$ cat src/rtl/grn_pkg.sv
// Shared definitions for the gene-regulatory node: combine-function encodings and the combine helper.
package grn_pkg;

    localparam int GRN_FUNC_OR  = 0;
    localparam int GRN_FUNC_AND = 1;
    localparam int GRN_FUNC_MAJ = 2;
    localparam int GRN_MAX_NIN  = 8;

    // Only the low n bits take part; majority ties resolve to 1.
    function automatic logic grn_combine(input logic [GRN_MAX_NIN-1:0] bits,
                                         input int n,
                                         input int func);
        logic any_one;
        logic all_one;
        int   ones;
        any_one = 1'b0;
        all_one = 1'b1;
        ones    = 0;
        for (int i = 0; i < GRN_MAX_NIN; i++) begin
            if (i < n) begin
                any_one = any_one | bits[i];
                all_one = all_one & bits[i];
                ones    = ones + int'(bits[i]);
            end
        end
        case (func)
            GRN_FUNC_AND: grn_combine = all_one;
            GRN_FUNC_MAJ: grn_combine = (2 * ones >= n);
            default:      grn_combine = any_one;
        endcase
    endfunction

endpackage

$ cat src/rtl/grn_node_ch.sv
// One node channel: state bit, update divider phase, upd/chg pulses and, with
// GRN_NODE_TCNT_EN, a saturating transition counter.
module grn_node_ch
    import grn_pkg::*;
#(
    parameter int NIN   = 2,
    parameter int DIV_W = 4,
    parameter int FUNC  = 0,
    parameter int CNT_W = 8
) (
    input  logic             clk,
    input  logic             rst_n,
    input  logic             reset_nos,
    input  logic             init_state,
    input  logic             start,
    input  logic [DIV_W-1:0] div,
    input  logic [NIN-1:0]   din,
    output logic             s,
    output logic             upd,
    output logic             chg
`ifdef GRN_NODE_TCNT_EN
    ,
    output logic [CNT_W-1:0] tcnt
`endif
);

    logic [DIV_W-1:0]       ph;
    logic [GRN_MAX_NIN-1:0] din_ext;
    logic                   comb_v;
    logic                   load;
    logic                   flip;

    always_comb begin
        din_ext          = '0;
        din_ext[NIN-1:0] = din;
        comb_v           = grn_combine(din_ext, NIN, FUNC);
        load             = start && (ph == '0);
        flip             = load && (comb_v != s);
    end

    // Phase resets to 1 so the first start after power-up is a skip.
    always_ff @(posedge clk or negedge rst_n) begin
        if (!rst_n) begin
            s   <= 1'b0;
            ph  <= DIV_W'(1);
            upd <= 1'b0;
            chg <= 1'b0;
        end else if (reset_nos) begin
            s   <= init_state;
            ph  <= '0;
            upd <= 1'b1;
            chg <= 1'b0;
        end else if (load) begin
            s   <= comb_v;
            ph  <= div;
            upd <= 1'b1;
            chg <= flip;
        end else begin
            if (start) begin
                ph <= ph - DIV_W'(1);
            end
            upd <= 1'b0;
            chg <= 1'b0;
        end
    end

`ifdef GRN_NODE_TCNT_EN
    // Counts on the same edge that raises chg, so tcnt is aligned with the pulse.
    always_ff @(posedge clk or negedge rst_n) begin
        if (!rst_n) begin
            tcnt <= '0;
        end else if (reset_nos) begin
            tcnt <= '0;
        end else if (flip && (tcnt != '1)) begin
            tcnt <= tcnt + CNT_W'(1);
        end
    end
`endif

endmodule

$ cat src/rtl/grn_node_multi.sv
// Multi-channel gene-regulatory node; optional per-channel transition counters
// are built when GRN_NODE_TCNT_EN is defined.
module grn_node_multi
    import grn_pkg::*;
#(
    parameter int NCH   = 2,
    parameter int NIN   = 2,
    parameter int DIV_W = 4,
    parameter int FUNC  = 0,
    parameter int CNT_W = 8
) (
    input  logic                 clk,
    input  logic                 rst_n,
    input  logic                 reset_nos,
    input  logic                 init_state,
    input  logic [NCH-1:0]       start,
    input  logic [NCH*DIV_W-1:0] div,
    input  logic [NCH*NIN-1:0]   din,
    output logic [NCH-1:0]       s,
    output logic [NCH-1:0]       upd,
    output logic [NCH-1:0]       chg
`ifdef GRN_NODE_TCNT_EN
    ,
    output logic [NCH*CNT_W-1:0] tcnt
`endif
);

    for (genvar c = 0; c < NCH; c++) begin : g_ch
        grn_node_ch #(
            .NIN   (NIN),
            .DIV_W (DIV_W),
            .FUNC  (FUNC),
            .CNT_W (CNT_W)
        ) u_ch (
            .clk        (clk),
            .rst_n      (rst_n),
            .reset_nos  (reset_nos),
            .init_state (init_state),
            .start      (start[c]),
            .div        (div[c*DIV_W +: DIV_W]),
            .din        (din[c*NIN +: NIN]),
            .s          (s[c]),
            .upd        (upd[c]),
            .chg        (chg[c])
`ifdef GRN_NODE_TCNT_EN
            ,
            .tcnt       (tcnt[c*CNT_W +: CNT_W])
`endif
        );
    end

endmodule

$ cat config.mk
export PLATFORM = sky130hd
export DESIGN_NAME = grn_node_multi
export DESIGN_NICKNAME = d
export VERILOG_FILES = /design/src/rtl/grn_pkg.sv /design/src/rtl/grn_node_ch.sv /design/src/rtl/grn_node_multi.sv
export SDC_FILE = /design/constraint.sdc
export NUM_CORES = 1
export LEC_CHECK = 0
export CAP_MARGIN = 25
export CORE_MARGIN = 5
export CORE_UTILIZATION = 45
export DETAILED_ROUTE_END_ITERATION = 7
export DONT_BUFFER_PORTS = 1
export HOLD_SLACK_MARGIN = 0.15
export PLACE_DENSITY_LB_ADDON = 0.1
export SLEW_MARGIN = 0
export SYNTH_ARGS = -nofsm -noshare
export SYNTH_HDL_FRONTEND = slang
export SYNTH_SLANG_ARGS = --single-unit
$ cat constraint.sdc
create_clock -name clk -period 1.55 [get_ports clk]
set_input_delay 0.155 -clock clk [delete_from_list [all_inputs] [get_ports clk]]
set_output_delay 0.155 -clock clk [all_outputs]
set_load 0.02 [all_outputs]
==> summary.txt <==
Mapped Area - 788 um^2
Area growth syn-to-layout - 13.0%
CP max FO - 4
Syn_nets - 104
Total Routing Usage GR - 0.127
Placed wire-length estimate - 1150 um
Cell taking the most area after synthesis - dfrtp_1
CP Cell Sequence - inv_2, ha_4, and4bb_2, or3_1, a21oi_2
Synth Instances - 84
Slew Limit Fails - 0
# rows - 15
Synth async-reset ratio - 1.00
Gpl congestion - 0.802
Clk Tree Root Cell - clkbuf_4
Ranking of synthesized cells by area - dfrtp_1, buf_4, dfstp_2
Slew @ Worst Pin - 608 ps
Clock Skew - 0.255 ps
Max-Cap Viols - 0
Critical path's slowest cell - dfstp_2
Final number of setup-violating endpoints - 0
Final Core Density - 0.527
CTS Sinks - 14
Post-route DRC - 0
Die Span X - 51.9 um
Via count - 583
Seq pwr share - 0.523
Via density per instance - 5.72
Power Total - 0.000874 W
Fin nets - 107
Initial Utilization - 0.467
Yosys cell types - 30
FMAX - 650 MHz
Register bit total from synthesis - 14
Initial antenna violation count - 0
DR WL/cell - 15.7 um
Comb power frac - 0.248
Status - finished, violations left
DRT Wirelength - 1600 um
Startpoint types - register
ANT nets after route - 0
Pre-CTS setup slack - -9.53 ps
Relative slew slack - 0.593
Max incr delay on CP - 550 ps
Main synth FF type - dfrtp_1
Commonest non-fill, non-tap cell in the layout - dfrtp_1
Congestion Overflow GR - 0
Syn avg cell area - 9.38 um^2
Final critical-path share of the clock period - 0.993
CORE AREA - 1690 um^2
Vias in the first global route - 577
Worst Setup Path Type - reg -> reg
Hold slack final - -97.5 ps
Hold-fix buffers, CTS - 1
Unrepaired setup endpoints after global routing - yes
Skew-Pair Late Insertion Delay - 270 ps
Final hold vios - 13
Maximum clock path buffer count - 2
Final WS setup - 11.6 ps
PD cells - 981 nW/um^2
Total CTS buffers - 3
Share of cells above drive strength 1 - 0.306
I/O Buffers - 0
Hold WC Path Type - in -> reg
Placed cell area - 796 um^2
Crit end category - register
# diodes - 0
Router iterations before antenna repair - 4
Switching Share - 0.294
Pint - 0.000617 W
Clk pwr share - 0.229
Area of the die - 2690 um^2
Failing checks - negative hold slack
I/O pin count - 24
Net switching power figure - 0.000257 W
Critical Path AT - 1740 ps
Most frequent cells in the layout - dfrtp_1, nor2_1, nand2_1, buf_4
Crit path time final - 1540 ps
IR drop worst, VDD - 519 uV
Sequential area share after synthesis - 0.448
Leakage power - 0.370 nW
Clock transition at path regs - 80 ps
Cell area after layout - 891 um^2
CTS H-Tree Depth - 1
Synth top area share - 0.381
Req. time, crit path - 1760 ps
Fillers - 159
Largest net degree at the start of global routing - 17
Synth warn - 0
Initial drt markers - 8
CTS tree - yes
Die Ht - 51.9 um
Number of synthesized flops with an enable pin - 0
First-pass GRT wire length - 2530 um
state kept, by name, indices dropped and copies added, names as in the netlist:
name and flops:
g_ch.u_ch.chg 2, g_ch.u_ch.ph 8, g_ch.u_ch.s 2, g_ch.u_ch.upd 2
power by group through the flow:
stage          clock (W)  sequential (W)  combinational (W)
3_3_place_gp           0        0.000463           0.000167
5_1_grt         0.000218        0.000464           0.000245
6_report        0.000200        0.000457           0.000216
4_1_cts         0.000207        0.000457           0.000194
3_5_place_dp           0        0.000464           0.000170
2_1_floorplan          0        0.000436           0.000187
synthesized netlist by cell type, types with 2 or more instances:
master / n
ha_1: 2
nor3_1: 4
nand2b_1: 2
xor2_1: 2
and4bb_2: 2
inv_1: 5
nor2_1: 10
o31ai_1: 2
nand2_1: 8
and2_1: 2
dfstp_2: 2
or3_1: 3
a311oi_1: 2
buf_4: 7
or2_2: 2
a21oi_1: 4
dfrtp_1: 12
repair_timing:
action | 4_1_cts | 5_1_grt
setup endpoints to repair | 2 | 5
resized for setup | 2 | 9
pin swaps | 4 | 4
endpoints found under the hold margin | 28 | 14
buffers inserted | 2 | 0
area by class of cell:
type / instances / area (um^2) / share of cell area
inverter: 5 / 18.8 / 0.0211
timing repair buffer: 7 / 58.8 / 0.0660
sequential: 14 / 353 / 0.396
multi-input combinational: 56 / 417 / 0.468
clock buffer: 3 / 22.5 / 0.0253
tap: 17 / 21.3 / 0.0239
final timing paths:
kind	from	to	slack [ps]	cells past startpoint
setup / recovery	g_ch[1].u_ch.ph[0]	g_ch[1].u_ch.ph[3]	10	5
min in group asynchronous	rst_n	g_ch[0].u_ch.upd	330	1
hold reg to reg	g_ch[0].u_ch.ph[2]	g_ch[0].u_ch.ph[2]	580	2
setup reg to reg	g_ch[1].u_ch.ph[0]	g_ch[1].u_ch.ph[3]	10	5
hold / removal	reset_nos	g_ch[0].u_ch.ph[0]	-100	1
max in group asynchronous	rst_n	g_ch[1].u_ch.ph[1]	830	1
critical path, delay by kind of cell (launching register included):
kind                       cells  cell delay [ps]
adders and majority gates      1              150
buffers and inverters          1               50
AOI/OAI and AO/OA              1              120
DFF                            1              550
and+or+nand+nor                2              610
layer usage:
| metal | vias to the layer above | global-route usage | part of all wire |
|---|---|---|---|
| met5 | - | 0 | 0 |
| met4 | 0 | 0.0524 | 0.011 |
| met3 | 2 | 0.0401 | 0.067 |
| met2 | 14 | 0.197 | 0.48 |
| met1 | 278 | 0.162 | 0.44 |
| li1 | 289 | - | - |
cell families after synthesis:
logic type / Yosys count / share of synthesized area
XOR/XNOR: 2 / 0.0222
flip-flops: 14 / 0.448
buffers and inverters: 14 / 0.102
multiplexers: 1 / 0.0127
AND/OR/NAND/NOR: 39 / 0.275
adder cells (fa/ha/maj): 2 / 0.0317
AO/OA/AOI/OAI: 12 / 0.110
stage by stage:
step                std cells  TNS [ps]
floorplan                  84         0
detailed placement         96     -15.4
global route              102     -71.3
finish                    102         0
CTS                       102     -6.78
global placement           96         0
No activity file was read; power rests on OpenSTA's default activity.
